File: src/rtl/updown_dir_ctrl.sv
// Direction controller for the ripple up/down counter.
// Filters count feedback, debounces a toggle button, ping-pongs at limits.
module updown_dir_ctrl #(
  parameter int WIDTH           = 4,
  parameter int MIN_VAL         = 0,
  parameter int MAX_VAL         = 15,
  parameter int DEBOUNCE_CYCLES = 4
) (
  input  logic             clk,
  input  logic             reset,
  input  logic             btn,
  input  logic             auto_en,
  input  logic [WIDTH-1:0] count_in,
  output logic             up,
  output logic [WIDTH-1:0] count_sync,
  output logic             dir_change,
  output logic             btn_event
);

  localparam int DW =
    (DEBOUNCE_CYCLES > 1) ? $clog2(DEBOUNCE_CYCLES) : 1;
  localparam logic [WIDTH-1:0] MINV  = WIDTH'(MIN_VAL);
  localparam logic [WIDTH-1:0] MAXV  = WIDTH'(MAX_VAL);
  localparam logic [DW-1:0]    DLAST = DW'(DEBOUNCE_CYCLES - 1);

  typedef enum logic {
    S_UP,
    S_DOWN
  } state_t;

  state_t           state;
  logic [WIDTH-1:0] s1;
  logic [WIDTH-1:0] s2;
  logic             b1;
  logic             b2;
  logic             deb;
  logic [DW-1:0]    dcnt;
  logic             at_max;
  logic             at_min;
  logic             flip;

  assign at_max = auto_en && (count_sync == MAXV);
  assign at_min = auto_en && (count_sync == MINV);
  // Each state only watches its own limit, so a held limit never re-toggles.
  assign flip   = btn_event ||
                  ((state == S_UP) ? at_max : at_min);

  assign up = (state == S_UP);

  always_ff @(posedge clk) begin
    if (reset) begin
      s1         <= '0;
      s2         <= '0;
      count_sync <= '0;
    end else begin
      s1 <= count_in;
      s2 <= s1;
      if (s1 == s2)
        count_sync <= s1;
    end
  end

  always_ff @(posedge clk) begin
    if (reset) begin
      b1        <= 1'b0;
      b2        <= 1'b0;
      deb       <= 1'b0;
      dcnt      <= '0;
      btn_event <= 1'b0;
    end else begin
      b1        <= btn;
      b2        <= b1;
      btn_event <= 1'b0;
      if (b2 == deb) begin
        dcnt <= '0;
      end else if (dcnt == DLAST) begin
        deb       <= b2;
        dcnt      <= '0;
        btn_event <= b2;
      end else begin
        dcnt <= dcnt + DW'(1);
      end
    end
  end

  always_ff @(posedge clk) begin
    if (reset) begin
      state      <= S_UP;
      dir_change <= 1'b0;
    end else begin
      dir_change <= flip;
      if (flip)
        state <= (state == S_UP) ? S_DOWN : S_UP;
    end
  end

endmodule
File: config.mk
export PLATFORM = sky130hd
export DESIGN_NAME = updown_dir_ctrl
export DESIGN_NICKNAME = d
export VERILOG_FILES = /design/src/rtl/updown_dir_ctrl.sv
export SDC_FILE = /design/constraint.sdc
export NUM_CORES = 1
export LEC_CHECK = 0
export BUFFER_PORTS_ARGS = -buffer_cell sky130_fd_sc_hd__clkbuf_2
export CAP_MARGIN = 20
export CORE_ASPECT_RATIO = 1.1
export CORE_MARGIN = 10
export CORE_UTILIZATION = 45
export CTS_CLUSTER_DIAMETER = 120
export DETAILED_ROUTE_END_ITERATION = 6
export PLACE_DENSITY = 0.7
export SLEW_MARGIN = 20
export SYNTH_ARGS = -nofsm -noshare
export SYNTH_HDL_FRONTEND = slang
export SYNTH_SLANG_ARGS = --single-unit
File: constraint.sdc
create_clock -name clk -period 1.17 [get_ports clk]
set_clock_uncertainty 0.05 [all_clocks]
set_input_delay 0.234 -clock clk [delete_from_list [all_inputs] [get_ports clk]]
set_output_delay 0.234 -clock clk [all_outputs]
set_load 0.1 [all_outputs]
==> results_dict.tcl, run 1 <==
set metrics [dict create \
    startpoint "state" \
    finalSetupViolations 1 \
    synth_nets 75 \
    wire_per_inst_um 13.0 \
    synth_cell_types 18 \
    finalHoldViolations 0 \
    vias 497 \
    clk_latency_ns 0.30 \
    r2r_cells 3 \
    coreArea_um2 1540 \
    crit_arrival_ns 0.93 \
    grt_pass1_vias 465 \
    synth_cells 66 \
    hold_depth 2 \
    power_uw 1200 \
    drv_slew 0 \
    maxCapViolCount 0 \
    hold_end "s1[3]" \
    cts.sinks 20 \
    cts_buffers 3 \
    ys_ff_latch 20 \
    rsz0062_at_grt "yes" \
    finalCritPeriodShare 1.03 \
    ys_warn_count 0 \
    antenna_cells 0 \
    worst-path-max-fanout 2 \
    wl_met3_um 92 \
    avgSynthCellArea_um2 10.9 \
    hp-class "input pin to flop" \
    antenna_found_initial 0 \
    ys.flop_type "dfxtp_1" \
    die_h_um 61.9 \
    cellPowerDensity_nw_per_um2 1170 \
    die_w_um 58.1 \
    detail-route-antenna-nets 0 \
    utilization 0.667 \
    synth_edf_count 0 \
    floorplan.initialDensity 0.466 \
    hp-start "count_in[3]" \
    seq_area_frac_synth 0.558 \
    place_area_um2 937 \
    regToRegSetupSlack_ns 0.02 \
    n_fill_cell 116 \
    leakagePower_uw 0.000399 \
    vias_per_cell 4.87 \
    async_flop_share 0 \
    post-place-ws_ns 0.0113 \
    status "finished with violations" \
    gp_congestion 0.770 \
    grt_max_degree 16 \
    max_freq_mhz 827 \
    yosysTopAreaCellShare 0.558 \
    worst_slew_pin_slew_ns 0.294 \
    relSlewSlack 0.804 \
    grtUsageTotal 0.0731 \
    rr_endpoint "count_sync[0]" \
    setup_slack_ns -0.0394 \
    drt_wl_total_um 1320 \
    fin_area_um2 1030 \
    synth_area_um2 717 \
    syn_to_final_growth_pct 43.3 \
    crit_type "flop to output pin" \
    cts_buffer_depth 2 \
    setup.worst_path.start_class "flop" \
    critPathCaptureType "output pin" \
    failed_checks "setup timing" \
    io_buffers 14 \
    synth.area.top_cells "dfxtp_1, nor2b_1, mux2_2" \
    synth_top_area_cell "dfxtp_1" \
    cts_tree "built" \
    drive_gt1_frac 0.506 \
    drt-met1-wl_um 605 \
    r2r_start "s1[1]" \
    finalNonFillerCells 102 \
    nNetsFinal 95 \
    ir_drop_uv 927 \
    pin_count 15 \
    grt_pass1_wl_um 1970 \
    topRoutingLayerUsed "met4" \
    cts_hold_buf 0 \
    drt_first_pass_iters 4 \
    gr-total-overflow 0 \
    wl_met2_um 580 \
    root_buffer "clkbuf_4" \
    cp.required_ns 0.89 \
    dp_hpwl_um 924 \
    drt_iter0_markers 6 \
    drc_errors 0 \
    period_needed_ns 1.21 \
    dieArea_um2 3590 \
    cts.clk_slew.worst_paths_ns 0.10 \
    cts.htree.levels 1 \
    rows 15 \
    dpl.cell_count 97 \
]
==> power by group <==
part / internal, µW / leakage (µW) / switching [µW]
registers: 695 / 0.000169 / 21.4
clock network: 125 / 0.0000154 / 201
logic: 75.5 / 0.000215 / 83.5
total: 895 / 0.000399 / 306
==> cells in the final DEF (no fill, tap or decap) <==
cell type,count
mux2i_1,1
nor4bb_1,1
clkinv_1,1
and3_1,1
buf_4,2
or3_4,1
nand2_1,2
and4bb_2,1
clkbuf_4,3
nor2b_1,14
clkbuf_2,7
xnor2_1,1
or3_1,1
clkinvlp_4,1
xnor2_2,4
o21ai_0,1
mux2_2,4
dfxtp_1,12
inv_1,1
nand3_1,1
a21oi_2,3
dfxtp_4,6
buf_12,7
dfxtp_2,2
nor2_1,5
nand4_2,1
ha_2,1
==> kinds of logic after synthesis <==
logic type	after synthesis	synth area share
adder cells (fa/ha/maj)	1	0.0174
multiplexers	5	0.0768
buffers and inverters	3	0.0174
flip-flops	20	0.558
AO/OA/AOI/OAI	4	0.0279
XOR/XNOR	5	0.0611
AND/OR/NAND/NOR	28	0.241
==> area by class of cell <==
type | count | area, µm² | share of cell area
multi-input cells | 43 | 353 | 0.343
well taps | 17 | 21.3 | 0.0207
clock buffers | 3 | 22.5 | 0.0219
inverters | 2 | 11.3 | 0.0110
clock inverters | 1 | 3.75 | 0.00365
flip-flops and latches | 20 | 425 | 0.414
repair buffers | 16 | 190 | 0.185
==> per-layer routing <==
layer  GRT usage  up-vias
met1      0.0872      218
met5           0        -
met3      0.0325        5
met4      0.0705        0
li1            -      256
met2      0.0936       18
==> worst max-delay path: stages, from the launching register on <==
cell and delay, ns:
dfxtp_4 0.37, clkinvlp_4 0.08, buf_12 0.17
==> through the flow <==
stage | setup TNS, ns | hold slack [ns]
after detailed placement | 0 | 0.364
after CTS | -0.0407 | 0.0734
after floorplan | -0.0130 | 0.265
final | -0.0394 | 0.0791
after global routing | -0.291 | 0.0883
after global placement | 0 | 0.355
==> how the worst max path moves through the flow <==
stage / to / slack, ns / cells past startpoint
final: up / -0.04 / 2
after global routing: up / -0.08 / 2
after CTS: up / -0.04 / 2
after detailed placement: count_sync[0] / 0.01 / 3
after global placement: count_sync[0] / 0.03 / 3
after floorplan: dir_change / -0.01 / 3
==> Yosys cell counts (all sizes together), types with 2 or more instances <==
cell type and number:
a21oi 3, dfxtp 20, inv 2, mux2 4, nand2 2, nor2 5
nor2b 14, or3 2, xnor2 5
==> state kept, by name (all words and copies together), names as in the netlist, 2 cells and up <==
| register | flops |
|---|---|
| s2 | 4 |
| count_sync | 4 |
| s1 | 4 |
| dcnt | 2 |
==> timing repair <==
action                     4_1_cts  5_1_grt
cloned                           0        0
buffers inserted                 1        0
pin swaps                        3        4
gates resized for setup          2       11
setup endpoints to repair        5       12
Power figures use the tool's default switching activity.
==> run 2: changes to the inputs <==
--- a/config.mk
+++ b/config.mk
@@ -10,8 +10,9 @@
 export CORE_ASPECT_RATIO = 1.1
 export CORE_MARGIN = 10
-export CORE_UTILIZATION = 45
+export CORE_UTILIZATION = 50
 export CTS_CLUSTER_DIAMETER = 120
 export DETAILED_ROUTE_END_ITERATION = 6
-export PLACE_DENSITY = 0.7
+export PLACE_DENSITY = 0.74
+export SKIP_CTS_REPAIR_TIMING = 1
 export SLEW_MARGIN = 20
 export SYNTH_ARGS = -nofsm -noshare
==> constraint.sdc (replaced) <==
create_clock -name clk -period 1.18 [get_ports clk]
set_clock_uncertainty 0.05 [all_clocks]
set_input_delay 0.236 -clock clk [delete_from_list [all_inputs] [get_ports clk]]
set_output_delay 0.236 -clock clk [all_outputs]
set_load 0.005 [all_outputs]
==> results_dict.tcl, run 2 (synthesis gave the netlist of run 1 again) <==
set metrics [dict create \
    drt_wl_total_um 1180 \
    cts.sinks 20 \
    setup_slack_ns 0.0387 \
    crit_chain "xnor2_2, nand4_2, mux2_2" \
    slowest_delay_ns 0.34 \
    wire_per_inst_um 11.9 \
    post-place-ws_ns 0.0224 \
    cellPowerDensity_nw_per_um2 1280 \
    critPathCaptureType "flop" \
    cts_buffers 3 \
    dp_hpwl_um 905 \
    multi_input_area_um2 329 \
    antenna_cells 0 \
    cp_top_family "flip-flops" \
    leakagePower_uw 0.000353 \
    gp_congestion 0.673 \
    hold_ws_ns 0.0991 \
    rows 14 \
    rr_endpoint "count_sync[1]" \
    die_w_um 56.1 \
    vias 499 \
    cts.htree.levels 1 \
    ir_drop_uv 886 \
    wl_met2_um 576 \
    vias_per_cell 5.04 \
    worst_slew_pin_slew_ns 0.274 \
    antenna_found_initial 0 \
    hold_depth 2 \
    pin_count 15 \
    regToRegSetupSlack_ns 0.04 \
    dieArea_um2 3350 \
    grt_pass1_wl_um 2150 \
    p_seq_frac 0.650 \
    cp-endpoint "count_sync[1]" \
    clk_latency_ns 0.29 \
    io_buffers 14 \
    root_buffer "clkbuf_4" \
    status "completed" \
    rsz0062_at_grt "yes" \
    reg.largest.list "count_sync (4), s1 (4), s2 (4)" \
    crit_slowest_cell "dfxtp_2" \
    cts_buffer_depth 2 \
    drc_errors 0 \
    drv_slew 0 \
    swShare 0.210 \
    ff_latch_area_um2 404 \
    period_needed_ns 1.14 \
    cts_tree "built" \
    grt_pass1_vias 486 \
    grt_max_degree 15 \
    drt_first_pass_iters 4 \
    r2r_cells 3 \
    mostFrequentLayoutCells "dfxtp_1, nor2b_1, clkbuf_2" \
    wl_met3_um 89 \
    finalHoldViolations 0 \
    finalCritPeriodShare 0.967 \
    nNetsFinal 94 \
    cp.required_ns 1.32 \
    p_comb_frac 0.080 \
    syn_to_final_growth_pct 20.1 \
    drt-met1-wl_um 472 \
    setup.worst_path.start_class "flop" \
    finalSetupViolations 0 \
    cp_num_cells 3 \
    p_sw_uw 231 \
    worst-path-buf-inv 0 \
    coreArea_um2 1370 \
    cts.clk_slew.worst_paths_ns 0.09 \
    crit_arrival_ns 1.28 \
    die_h_um 59.7 \
    worst-path-max-fanout 4 \
    maxCapViolCount 0 \
    grtUsageTotal 0.0804 \
    topRoutingLayerUsed "met4" \
    final_common_cell "dfxtp_1" \
    hp-class "input pin to flop" \
    p_clk_frac 0.270 \
    drive_gt1_frac 0.373 \
    hp-start "count_in[2]" \
    floorplan.initialDensity 0.525 \
    r2r_start "s1[1]" \
    detail-route-antenna-nets 0 \
    relSlewSlack 0.817 \
    startpoint "s1[1]" \
    crit_type "flop to flop" \
    max_freq_mhz 876 \
    p_int_uw 870 \
    n_fill_cell 118 \
    drt_iter0_markers 6 \
    gr-total-overflow 0 \
]
## run 2: through the flow
stage	TNS [ns]	instance area (µm²)	total power [µW]	utilization	cells
after floorplan	0	717	779	-	66
after global routing	-0.102	861	1170	0.630	99
final	0	861	1100	0.630	99
after CTS	0	832	1110	0.609	99
after global placement	0	810	810	0.592	96
after detailed placement	0	810	811	0.592	96
## run 2: layer usage
metal | vias to the layer above | GRT usage
met5 | - | 0
met4 | 0 | 0.0619
met3 | 5 | 0.0381
met2 | 15 | 0.125
met1 | 227 | 0.0829
li1 | 252 | -
## run 2: power groups by stage
stage                     clock network, µW  logic, µW  registers [µW]
after floorplan                           0       53.2             726
after global placement                    0       82.4             728
after detailed placement                  0       83.4             728
after CTS                               316       84.0             713
after global routing                    349       98.8             720
final                                   298       88.3             716
## run 2: worst min-delay path by stage
stage              end  slack, ns
3_3_place_gp   dcnt[0]       0.36
2_1_floorplan    s2[0]       0.27
3_5_place_dp   dcnt[0]       0.37
4_1_cts          s1[2]       0.09
6_report         s1[2]        0.1
5_1_grt          s1[1]       0.09
## run 2: final cells by class
cell class,count,share of cell area
well taps,16,0.0233
inverters,2,0.00872
multi-input cells,43,0.382
clock buffers,3,0.0262
flip-flops and latches,20,0.469
repair buffers,15,0.0901
==> run 3: changes to the inputs <==
GPL_TIMING_DRIVEN = 0   (was default)
PLACE_DENSITY = default   (was 0.74)
PLACE_DENSITY_LB_ADDON = 0.25   (was default)
==> results_dict.tcl, run 3 (synthesis gave the netlist of run 1 again) <==
set metrics [dict create \
    status "completed" \
    floorplan.initialDensity 0.525 \
    finalHoldViolations 0 \
    nNetsFinal 94 \
    vias_per_cell 4.92 \
    wire_per_inst_um 11.9 \
    dp_hpwl_um 923 \
    period_needed_ns 1.15 \
    finalNonFillerCells 100 \
    cts.clk_slew.worst_paths_ns 0.11 \
    antenna_cells 0 \
    relSlewSlack 0.850 \
    grt_pass1_wl_um 2190 \
    mostFrequentLayoutCells "dfxtp_1, clkbuf_2, nor2b_1" \
    antenna_found_initial 0 \
    final_common_cell "dfxtp_1" \
    io_buffers 14 \
    crit_type "flop to flop" \
    reg.largest.list "count_sync (4), s1 (4), s2 (4)" \
    hp-class "input pin to flop" \
    pin_count 15 \
    cts.htree.levels 1 \
    leakagePower_uw 0.000361 \
    startpoint "s1[1]" \
    cp.required_ns 1.32 \
    dieArea_um2 3350 \
    r2r_start "s1[1]" \
    worst-path-max-fanout 4 \
    detail-route-antenna-nets 0 \
    syn_to_final_growth_pct 22.3 \
    finalCritPeriodShare 0.977 \
    worst_slew_pin_slew_ns 0.222 \
    cts_buffer_depth 2 \
    clk_latency_ns 0.29 \
    grtUsageTotal 0.0801 \
    setup.worst_path.start_class "flop" \
    drc_errors 0 \
    ir_drop_uv 993 \
    place_area_um2 807 \
    drv_slew 0 \
    fin_area_um2 877 \
    drt_iter0_markers 2 \
    die_w_um 56.1 \
    finalSetupViolations 0 \
    rsz0062_at_grt "yes" \
    vias 492 \
    rows 14 \
    hold_ws_ns 0.0892 \
    root_buffer "clkbuf_4" \
    drt_wl_total_um 1190 \
    die_h_um 59.7 \
    grt_pass1_vias 490 \
    critPathCaptureType "flop" \
    coreArea_um2 1370 \
    cts_buffers 3 \
    drive_gt1_frac 0.357 \
    dpl.cell_count 96 \
    maxCapViolCount 0 \
    grt_max_degree 13 \
    crit_arrival_ns 1.30 \
    hp-start "count_in[0]" \
    drt_first_pass_iters 3 \
    max_freq_mhz 868 \
    cts.sinks 20 \
    gp_congestion 0.681 \
    cellPowerDensity_nw_per_um2 1530 \
    gr-total-overflow 0 \
    cts_tree "built" \
]
run 3: final timing paths:
kind | to | slack, ns | depth (start not counted)
max reg2reg | count_sync[2] | 0.03 | 3
min | s1[0] | 0.09 | 2
min reg2reg | dcnt[0] | 0.38 | 1
max | count_sync[2] | 0.03 | 3
run 3: per-layer routing:
| layer | part of all wire | wire (µm) | vias up | track usage |
|---|---|---|---|---|
| li1 | - | - | 255 | - |
| met1 | 0.46 | 541 | 226 | 0.0943 |
| met2 | 0.50 | 594 | 9 | 0.132 |
| met3 | 0.034 | 40 | 2 | 0.0212 |
| met4 | 0.010 | 12 | 0 | 0.0412 |
| met5 | 0 | 0 | - | 0 |
run 3: worst max-delay path, stage by stage (launching register included):
cell and delay [ns]:
dfxtp_2 0.35, xnor2_2 0.17, nand4_2 0.18, mux2_2 0.31
run 3: metrics by stage:
stage / utilization / total power [µW] / setup TNS (ns) / worst slack [ns]
after floorplan: - / 779 / 0 / 0.0993
after global placement: 0.591 / 809 / 0 / 0.0323
after detailed placement: 0.591 / 811 / 0 / 0.0151
after CTS: 0.629 / 1360 / -0.00488 / -0.00250
after global routing: 0.642 / 1400 / -0.100 / -0.0336
final: 0.642 / 1350 / 0 / 0.0274
run 3: layout make-up:
class,count,area (µm²)
inverter,2,7.51
buffer,1,5.00
multi-input combinational,43,319
timing repair buffer,14,70.1
fill,125,489
clock buffer,3,22.5
tap,16,20.0
clock inverter,1,30.0
sequential,20,403
run 3: where the power goes:
part | switching [µW] | internal, µW
registers | 14.9 | 699
logic | 35.7 | 48.8
clock network | 205 | 343
